`config.mk`:
```
export PLATFORM = sky130hd
export DESIGN_NAME = wallace_mac
export DESIGN_NICKNAME = d
export VERILOG_FILES = /design/src/rtl/wallace_mac_pkg.sv /design/src/rtl/wallace_mul.sv /design/src/rtl/wallace_mac.sv
export SDC_FILE = /design/constraint.sdc
export NUM_CORES = 1
export LEC_CHECK = 0
export ABC_AREA = 1
export CORE_ASPECT_RATIO = 0.75
export CORE_UTILIZATION = 45
export CTS_BUF_LIST = sky130_fd_sc_hd__clkbuf_4 sky130_fd_sc_hd__clkbuf_8
export DETAILED_ROUTE_END_ITERATION = 10
export PLACE_DENSITY = 0.71
export SETUP_SLACK_MARGIN = 0.5
export SLEW_MARGIN = 10
export SYNTH_ARGS = -nofsm -noshare
export SYNTH_HDL_FRONTEND = slang
export SYNTH_HIERARCHICAL = 1
export SYNTH_SLANG_ARGS = --single-unit
```
`constraint.sdc`:
```
create_clock -name clk -period 18.1 [get_ports clk]
set_clock_uncertainty 0.15 [all_clocks]
set_input_delay 2.715 -clock clk [delete_from_list [all_inputs] [get_ports clk]]
set_output_delay 2.715 -clock clk [all_outputs]
set_load 0.005 [all_outputs]
```
`src/rtl/wallace_mac_pkg.sv`:
```
// wallace_mac_pkg: shared FSM encoding and width defaults for wallace_mac
package wallace_mac_pkg;
    localparam int OP_W      = 16;
    localparam int ACC_W_DEF = 40;
    localparam int CNT_W_DEF = 8;
    typedef enum logic [1:0] {
        RUN   = 2'd0,
        DRAIN = 2'd1,
        HOLD  = 2'd2
    } state_t;
endpackage

```
`src/rtl/wallace_mul.sv`:
```
// wallace_mul: combinational 16x16 unsigned Wallace-tree multiplier
// Ports: rst_n forces q to 0 while low; number1/number0 operands; q 32-bit product.
module wallace_mul (
    input  logic        rst_n,
    input  logic [15:0] number1,
    input  logic [15:0] number0,
    output logic [31:0] q
);
    // Row count after each 3:2 compression layer: 16 partial products down to 2.
    localparam int R [7] = '{16, 11, 8, 6, 4, 3, 2};
    logic [31:0] rows [7][16];
    always_comb begin
        for (int i = 0; i < 16; i++) rows[0][i] = number0[i] ? {16'd0, number1} << i : 32'd0;
        for (int s = 0; s < 6; s++) begin
            for (int j = 0; j < 16; j++) rows[s+1][j] = 32'd0;
            for (int g = 0; g < 5; g++) begin
                if (g < R[s] / 3) begin
                    rows[s+1][2*g]   = rows[s][3*g] ^ rows[s][3*g+1] ^ rows[s][3*g+2];
                    rows[s+1][2*g+1] = ((rows[s][3*g] & rows[s][3*g+1]) |
                                        (rows[s][3*g] & rows[s][3*g+2]) |
                                        (rows[s][3*g+1] & rows[s][3*g+2])) << 1;
                end
            end
            // Rows that do not fill a full group of three pass straight through.
            for (int k = 0; k < 2; k++) begin
                if (k < R[s] % 3) rows[s+1][2*(R[s]/3)+k] = rows[s][3*(R[s]/3)+k];
            end
        end
        q = rst_n ? rows[6][0] + rows[6][1] : 32'd0;
    end
endmodule

```
`src/rtl/wallace_mac.sv`:
```
// wallace_mac: streaming multiply-accumulate producing one dot product per in_last-terminated vector
// Ports: clk/rst (async high); in_valid/in_ready/number1/number0/in_last operand stream;
// out_valid/out_ready result handshake; acc_out sum, cnt_out term count, acc_ovf sticky wrap flag.
module wallace_mac
    import wallace_mac_pkg::*;
#(
    parameter int ACC_W = ACC_W_DEF,
    parameter int CNT_W = CNT_W_DEF
) (
    input  logic             clk,
    input  logic             rst,
    input  logic             in_valid,
    output logic             in_ready,
    input  logic [OP_W-1:0]  number1,
    input  logic [OP_W-1:0]  number0,
    input  logic             in_last,
    output logic             out_valid,
    input  logic             out_ready,
    output logic [ACC_W-1:0] acc_out,
    output logic [CNT_W-1:0] cnt_out,
    output logic             acc_ovf
);
    state_t state, state_nxt;
    logic [OP_W-1:0] s1_n1, s1_n0;
    logic s1_valid, accept, done;
    logic [2*OP_W-1:0] q;
    logic [ACC_W:0] sum;
    assign in_ready  = state == RUN;
    assign out_valid = state == HOLD;
    assign accept    = in_valid & in_ready;
    assign done      = out_valid & out_ready;
    assign sum       = {1'b0, acc_out} + (ACC_W+1)'(q);
    always_comb begin
        state_nxt = state;
        case (state)
            RUN:     state_nxt = (accept && in_last) ? DRAIN : RUN;
            DRAIN:   state_nxt = HOLD;
            HOLD:    state_nxt = done ? RUN : HOLD;
            default: state_nxt = RUN;
        endcase
    end
    wallace_mul u_mul (
        .rst_n   (~rst),
        .number1 (s1_n1),
        .number0 (s1_n0),
        .q       (q)
    );
    always_ff @(posedge clk or posedge rst) begin
        if (rst) begin
            state    <= RUN;
            s1_valid <= 1'b0;
            s1_n1    <= '0;
            s1_n0    <= '0;
            acc_out  <= '0;
            cnt_out  <= '0;
            acc_ovf  <= 1'b0;
        end else begin
            state    <= state_nxt;
            s1_valid <= accept;
            if (accept) begin
                s1_n1 <= number1;
                s1_n0 <= number0;
            end
            // s1_valid is never set in HOLD, so clearing and accumulating cannot collide.
            if (done) begin
                acc_out <= '0;
                cnt_out <= '0;
                acc_ovf <= 1'b0;
            end else if (s1_valid) begin
                acc_out <= sum[ACC_W-1:0];
                cnt_out <= cnt_out + CNT_W'(1);
                acc_ovf <= acc_ovf | sum[ACC_W];
            end
        end
    end
endmodule

```
# [After elaboration in Yosys (flattened, before gate mapping)]
# Cells that the tools add are included.
[word_totals] input_bits=37 wordCells=142 regBits=84
[op_classes] reduce_logical=3 mux=26 n_bitwise=101 eq_ne=2 addsub=3
[ops] op="31-bit AND" n=42
[ops] op="31-bit bitwise OR" n=28
[ops] op="32-bit bitwise XOR" n=22
[ops] op="40-bit 2-to-1 mux" n=2
[ops] op="40-bit by 32-bit adder with 41-bit output" n=1
[ops] op="32-bit adder" n=1
[ops] op="32-bit 2-to-1 mux" n=1
[ops] op="32-bit by 18-bit bitwise XOR with 32-bit output" n=1
[ops] op="32-bit by 21-bit bitwise XOR with 32-bit output" n=1
[ops] op="32-bit by 24-bit bitwise XOR with 32-bit output" n=1
[ops] op="32-bit by 27-bit bitwise XOR with 32-bit output" n=1
[ops] op="32-bit by 30-bit bitwise XOR with 32-bit output" n=1
[ops] op="32-bit by 31-bit bitwise XOR with 32-bit output" n=1
[ops] op="31-bit 2-to-1 mux" n=1
[ops] op="30-bit 2-to-1 mux" n=1
[ops] op="29-bit 2-to-1 mux" n=1
[ops] op="28-bit 2-to-1 mux" n=1
[ops] op="27-bit 2-to-1 mux" n=1
[ops] op="26-bit 2-to-1 mux" n=1
[ops] op="25-bit 2-to-1 mux" n=1
[ops] op="24-bit 2-to-1 mux" n=1
[ops] op="23-bit 2-to-1 mux" n=1
[ops] op="22-bit 2-to-1 mux" n=1
[ops] op="21-bit 2-to-1 mux" n=1
[ops] op="other kinds (17)" n=21

# [Logic depth before layout (Yosys ltp)]
# Gate-level depths: netlist of the first run.
[depth] word_depth=25 mapped_depth=39 ltp_nobuf=37

# [By module]
# Netlist of the first run, hierarchy kept.
[by_module_without_submodules] mod="wallace_mul" seq_area_each_um2=0.0 cells_each=1319 n_inst=1 area_each_um2=9125.0
[by_module_without_submodules] mod="wallace_mac" seq_area_each_um2=2102.0 cells_each=925 n_inst=1 area_each_um2=5959.5

# [Worst setup path before layout of the first run]
# OpenSTA, ideal clock, no wires.
[synth_timing] path_type="input-to-reg" start="in rst" end="reg acc_out[32]" stages=19 arrival_time_ns=6.438 t_required_ns=17.831 slack_ns=11.393 setup_ns=0.119 cell_sequence="inv_1 -> clkbuf_1 -> inv_1 -> nor2_1 -> ha_1 -> inv_1 -> fa_1 -> inv_1 -> nand3_2 -> nand3_2 -> nand2_1 -> nand3_2 -> nand2_1 -> nand2_2 -> nand3_1 -> nand2_1 -> nand3_1 -> nand2_1 -> nor2_1"
[synth_between] elab_chain_len=4
[synth_lines] item="from (decl)" line="wallace_mac.sv:11" source="input logic rst,"
[synth_lines] item="32-bit 2-to-1 mux" line="wallace_mul.sv:29" source="q = rst_n ? rows[6][0] + rows[6][1] : 32'd0;"
[synth_lines] item="net q[0]" line="wallace_mac.sv:26" source="logic [2*OP_W-1:0] q;"
[synth_lines] item="40-bit by 32-bit adder with 41-bit output" line="wallace_mac.sv:32" source="assign sum = {1'b0, acc_out} + (ACC_W+1)'(q);"
[synth_lines] item="40-bit 2-to-1 mux" line="wallace_mac.sv:69" source="end else if (s1_valid) begin"
[synth_lines] item="40-bit 2-to-1 mux" line="wallace_mac.sv:65" source="if (done) begin"
[synth_lines] item="to (signal assigned)" line="wallace_mac.sv:70" source="acc_out <= sum[ACC_W-1:0];"
[synth_lines] item="to (decl)" line="wallace_mac.sv:19" source="output logic [ACC_W-1:0] acc_out,"
# The timed path passes the listed nets, and every way through them passes these cells. The select of a mux whose other input is x is not followed.
# A chain may end at the register's enable or synchronous reset.

# [Worst setup path after layout of the first run]
[layout_timing] start="reg s1_n0[13]" end="reg acc_out[36]"
[layout_between] elab_chain_len=22 word_cells_on_any_way=50 classes_between="add/sub: 2; mux: 4; bitwise: 44"
[layout_lines] item="from (decl)" line="wallace_mac.sv:24" source="logic [OP_W-1:0] s1_n1, s1_n0;"
[layout_lines] item="from (signal assigned)" line="wallace_mac.sv:62" source="s1_n0 <= number0;"
[layout_lines] item="29-bit 2-to-1 mux (*)" line="wallace_mul.sv:13" source="for (int i = 0; i < 16; i++) rows[0][i] = number0[i] ? {16'd0, number1} << i : 32'd0;"
[layout_lines] item="32-bit bitwise XOR" line="wallace_mul.sv:18" source="rows[s+1][2*g] = rows[s][3*g] ^ rows[s][3*g+1] ^ rows[s][3*g+2];"
[layout_lines] item="32-bit by 30-bit bitwise XOR with 32-bit output" line="wallace_mul.sv:18"
[layout_lines] item="31-bit AND" line="wallace_mul.sv:20" source="(rows[s][3*g] & rows[s][3*g+2]) |"
[layout_lines] item="31-bit bitwise OR" line="wallace_mul.sv:19" source="rows[s+1][2*g+1] = ((rows[s][3*g] & rows[s][3*g+1]) |"
[layout_lines] item="31-bit bitwise OR" line="wallace_mul.sv:20"
[layout_lines] item="31-bit AND" line="wallace_mul.sv:20"
[layout_lines] item="31-bit bitwise OR" line="wallace_mul.sv:19"
[layout_lines] item="[7 not listed]"
[layout_lines] item="31-bit bitwise OR" line="wallace_mul.sv:19"
[layout_lines] item="31-bit bitwise OR" line="wallace_mul.sv:20"
[layout_lines] item="32-bit adder (*)" line="wallace_mul.sv:29"
[layout_lines] item="32-bit 2-to-1 mux (*)" line="wallace_mul.sv:29"
[layout_lines] item="net q[24]" line="wallace_mac.sv:26"
[layout_lines] item="40-bit by 32-bit adder with 41-bit output (*)" line="wallace_mac.sv:32"
[layout_lines] item="40-bit 2-to-1 mux (*)" line="wallace_mac.sv:69"
[layout_lines] item="40-bit 2-to-1 mux (*)" line="wallace_mac.sv:65"
# The timed path passes the listed nets; every way through them passes the cells marked *. The select of a mux whose other input is x is not followed.

==> flow_summary.yaml, run 1 <==
global_route:
  grt_use_total_pct: 26.4
  grt_max_degree: 46
  grt_pass1_wl_mm: 69.5
  grt_pass1_vias: 12800
  overflow: 0
  antenna_found_initial: 0
synthesis:
  synth-seq-cells: 84
  dominantRegCellSynth: "dfrtp_1"
  ys_async_sr_fraction_pct: 100
  ys_seq_area_share_pct: 13.9
  syn_avg_cell_area_sq_um: 6.72
  synth_fp_nets: 2593
  synthDistinctLibCells: 37
  yosysWarnings: 6
  netlist_area_sq_um: 15100
  synthCells: 2244
  synth_edf_count: 0
clock_tree:
  cts.sinks: 84
  cts_made_buffers: 9
  cts_setup_buffers: 0
  cts_hold_buffers: 0
  cts_tree: "built"
  h-tree-depth: 3
  clk_latency_ns: 0.44
  cts_resized: 0
  clkSlewWorstSetupHoldPaths_ns: 0.11
  clock_tree.buffer_depth: 2
  root_buffer: "clkbuf_8"
final_layout:
  finalNetCount: 2616
  final_common_cell: "nand2_1"
  drive_gt1_share_pct: 3.70
  layout-area-overhead-vs-synth_pct: 9.10
  final_cell_mix: "816 x nand2_1, 524 x inv_1, 202 x fa_1"
timing:
  slew_headroom_pct: 48.9
  finalHoldViolCount: 0
  maxSlewViolCount: 0
  tns_ns: 0
  layout_min_cycle_time_ns: 7.44
  tightestPinTransition_ns: 0.766
  finalSetupViolations: 0
  period_share_pct: 41.1
  rsz0062_at_grt: "no"
  fmax_mhz: 134
route:
  drc: 0
  wl_mm: 43.6
  drtAntennaViolNets: 0
  avgRoutedWirePerCell_um: 16.1
  first_pass_iters: 5
  avgViaCountPerCell: 4.99
  drt_iter0_drc: 1160
  via_count: 13600
critical_path:
  required_ns: 18.29
  crit_fanout: 17
  critical_path_class: "flop to flop"
  start_kind: "flop"
  r2r-start: "s1_n0[13]$_DFFE_PP0P_"
  critPathLaunch: "s1_n0[13]$_DFFE_PP0P_"
  worstPathArrival_ns: 7.63
  endpoint_kind: "flop"
  r2r.worst_path.cells: 26
placement:
  finalWeightedCongestion: 0.982
  portBuffers: 87
  dp_hpwl_mm: 36.0
floorplan:
  dieWidth_um: 213
  rows: 57
  boundaryPins: 88
  dieHeight_um: 161
  core_sq_um: 32700
  initial_utilization_pct: 46.2
  dieArea_sq_um: 34300
flow_run:
  maxCapViolCount: 0
status:
  status: "complete, no violations"
hold_path:
  min-delay-start: "acc_ovf$_DFFE_PP0P_"
  min_path_type: "flop to flop"
  hold_depth: 2
==> metal layers <==
metal	vias up	share of wire, %	GRT usage, %	wire length, um
li1	6589	-	-	-
met1	6492	50	42.7	21900
met2	452	41	36.4	17800
met3	27	8.2	5.10	3600
met4	0	0.87	3.90	381
met5	-	0	0	0
==> state kept, by name, summed over array words and instances (netlist names) <==
register / flops
s1_n0: 16
s1_n1: 16
s1_valid: 1
acc_out: 40
acc_ovf: 1
cnt_out: 8
state: 2
==> stage by stage <==
step           cell area (sq um)  cells  hold slack [ns]  util [%]  setup WS, ns
2_1_floorplan              15100   2244            0.297         -         11.39
3_3_place_gp               16200   2698            0.328      49.7         10.77
3_5_place_dp               16200   2698            0.343      49.7         10.76
4_1_cts                    16500   2714            0.370      50.4         10.73
5_1_grt                    16500   2714            0.425      50.4         10.28
6_report                   16500   2715            0.376      50.4         10.66
==> logic make-up after synthesis <==
group	count (synthesis)	share of synthesized area [%]
simple gates	1102	29.8
buf+inv	610	15.3
fa+ha+maj	312	35.9
compound gates	135	4.96
flops	84	13.9
xor+xnor	1	0.0581
==> worst max-delay path, cell delays in order, from the launching register on <==
cell	delay, ns
dfrtp_1	0.80
nand2_1	0.17
fa_1	0.53
fa_1	0.48
fa_1	0.52
fa_1	0.59
fa_1	0.44
fa_1	0.49
inv_1	0.04
ha_1	0.38
nand2_2	0.14
nor2_2	0.29
nand3_1	0.15
nand3_2	0.15
nand2_2	0.10
a21oi_1	0.14
nor2_1	0.07
ha_1	0.38
nand2_1	0.15
nor2_1	0.23
nand2_1	0.15
nor3_1	0.29
nand3b_1	0.15
nand3_1	0.15
nand3_1	0.08
nand2_1	0.07
nor2_1	0.06
==> cell usage after synthesis, drive strengths merged (3+ instances only) <==
cell / n / area [sq um]
nor2: 152 / 626
nand3: 74 / 435
o21ai: 46 / 241
inv: 530 / 1990
a21oi: 76 / 388
nand3b: 3 / 35.0
fa: 202 / 4040
dfrtp: 84 / 2100
ha: 110 / 1380
buf: 10 / 50.1
nand4: 10 / 62.6
nand2: 837 / 3190
clkbuf: 70 / 273
o21a: 4 / 30.0
o21bai: 4 / 45.0
nor3: 18 / 90.1
or2: 5 / 31.3
==> layout make-up <==
cell class | count | area (sq um)
Clock buffer | 9 | 124
Antenna cell | 1 | 2.50
Sequential cell | 84 | 2100
Fill cell | 3337 | 16200
Clock inverter | 7 | 105
Multi-Input combinational cell | 1550 | 10700
Timing Repair Buffer | 92 | 908
Tap cell | 442 | 553
Inverter | 530 | 1990
==> worst paths after layout <==
kind                                            to  slack, ns
setup / recovery           acc_out[36]$_DFFE_PP0P_      10.66
hold reg to reg                acc_ovf$_DFFE_PP0P_       0.38
setup reg to reg           acc_out[36]$_DFFE_PP0P_      10.66
min in group asynchronous  acc_out[19]$_DFFE_PP0P_       2.49
max in group asynchronous   acc_out[5]$_DFFE_PP0P_      14.33
hold / removal                 acc_ovf$_DFFE_PP0P_       0.38
Power of run 1 is not shown: default switching activity piles up to over one toggle a cycle in this logic, so the estimate is an artifact.
==> run 2: changes to the inputs <==
- PLACE_DENSITY: 0.71 -> 0.73
- clock period: 18.1 -> 6.67 ns (I/O delays scaled with it)
==> run 2 against run 1 <==
Net effect:
- wire length increased by 9.3%
- die area unchanged
- utilization increased by 11 points
- worst hold slack gained 0.021 ns
- critical endpoint is now acc_out[38]$_DFFE_PP0P_
==> flow_summary.yaml, run 2 (synthesized netlist as in run 1, its figures left out) <==
final_layout:
  top_register: "acc_out"
  utilization_pct: 61.0
  largest_reg_flops: 40
  finalNetCount: 2801
  regArea_sq_um: 2120
  top_regs: "acc_out x40, s1_n0 x16, s1_n1 x16"
  final_cell_mix: "735 x nand2_1, 499 x inv_1, 183 x fa_1"
  multi_input_area_sq_um: 12300
  n_antenna_cell: 0
  final_common_cell: "nand2_1"
  layout-area-overhead-vs-synth_pct: 32.0
  drive_gt1_share_pct: 23.9
  fill_cells: 2836
timing:
  fmax_mhz: 151
  tightestPinTransition_ns: 0.768
  finalSetupViolations: 0
  maxSlewViolCount: 0
  rsz0062_at_grt: "yes"
  finalHoldViolCount: 0
  slew_headroom_pct: 48.8
  period_share_pct: 99.4
  layout_min_cycle_time_ns: 6.63
route:
  via_count: 14800
  avgViaCountPerCell: 5.11
  drtAntennaViolNets: 0
  first_pass_iters: 6
  wirelength_met1_mm: 20.7
  drc: 0
  wl_met3_mm: 3.49
  topRoutingLayerUsed: "met4"
  avgRoutedWirePerCell_um: 16.4
  wl_met2_mm: 22.2
  drt_iter0_drc: 1164
  wl_mm: 47.6
clock_tree:
  cts_tree: "built"
  root_buffer: "clkbuf_8"
  clk_latency_ns: 0.43
  clkSlewWorstSetupHoldPaths_ns: 0.11
  cts_made_buffers: 9
  h-tree-depth: 3
  clock_tree.buffer_depth: 2
  cts.sinks: 84
critical_path:
  crit_top_cell: "nand2_1"
  crit_fanout: 9
  r2r.worst_path.cells: 32
  worstPathArrival_ns: 6.81
  slowest_stage: "fa_1"
  required_ns: 6.85
  max_stage_delay_ns: 0.58
  start_kind: "flop"
  endpoint_kind: "flop"
  critical_path_class: "flop to flop"
global_route:
  antenna_found_initial: 0
  grt_pass1_wl_mm: 77.3
  overflow: 0
  grt_pass1_vias: 14900
  grt_max_degree: 43
  grt_use_total_pct: 28.9
hold_path:
  min_path_type: "flop to flop"
  hold_depth: 2
floorplan:
  core_sq_um: 32700
  dieArea_sq_um: 34300
  boundaryPins: 88
  dieWidth_um: 213
  dieHeight_um: 161
  initial_utilization_pct: 46.2
  rows: 57
flow_run:
  maxCapViolCount: 0
placement:
  dp_hpwl_mm: 36.9
  portBuffers: 87
  finalWeightedCongestion: 0.977
status:
  status: "complete, no violations"
[run 2: cell types whose count changed in the layout (fill, tap and decap cells not counted), moves of 36 or more]
cell | previous run | this run
nand2_1 | 816 | 735
a21oi_1 | 74 | 38
ha_4 | 0 | 38
nand2_2 | 21 | 75
ha_1 | 110 | 66
buf_4 | 5 | 151
nor2_1 | 138 | 78
[run 2: area by class of cell]
class                      count  area share, %
clock buffer                  10          0.691
clock inverter                 6          0.471
inverter                     530           10.0
multi-input combinational   1550           61.9
sequential                    84           10.6
tap                          442           2.78
timing repair buffer         277           13.5
[run 2: path summary, 6_finish.rpt]
path,slack [ns],to,start
min,0.40,cnt_out[1]$_DFFE_PP0P_,cnt_out[1]$_DFFE_PP0P_
min in group asynchronous,0.80,cnt_out[5]$_DFFE_PP0P_,rst
min reg2reg,0.40,cnt_out[1]$_DFFE_PP0P_,cnt_out[1]$_DFFE_PP0P_
max in group asynchronous,4.65,acc_out[12]$_DFFE_PP0P_,rst
max reg2reg,0.04,acc_out[38]$_DFFE_PP0P_,s1_n0[14]$_DFFE_PP0P_
max,0.04,acc_out[38]$_DFFE_PP0P_,s1_n0[14]$_DFFE_PP0P_
[run 2: through the flow]
stage | worst slack (ns) | hold slack [ns] | cells | area [sq um] | TNS, ns
after global routing | -0.245 | 0.443 | 2899 | 19900 | -3.24
after global placement | -0.411 | 0.363 | 2825 | 17500 | -4.81
after floorplan | 0.494 | 0.297 | 2244 | 15300 | 0
after detailed placement | -0.426 | 0.374 | 2825 | 17500 | -5.67
after CTS | 0.0985 | 0.401 | 2881 | 19200 | 0
final | 0.0399 | 0.397 | 2899 | 19900 | 0
[run 2: critical path: cells and delay by family (launching register included)]
| kind | cells | cell delay (ns) |
|---|---|---|
| fa+ha+maj | 8 | 3.65 |
| buf+inv | 6 | 0.46 |
| compound gates | 1 | 0.20 |
| flops | 1 | 0.41 |
| simple gates | 17 | 1.65 |
[run 2: what timing repair did]
action,CTS,global route
buffers inserted,39,18
gates resized for setup,262,159
cloned,1,0
pin swaps,102,70
endpoints found under the setup margin,29,31
hold buffers,0,0
[run 2: metal layers]
metal	up-vias	track usage (%)
met5	-	0
met4	0	8.54
met3	86	4.93
met2	573	46.3
met1	7197	39.9
li1	6966	-
Power of run 2 is left out for the same reason.
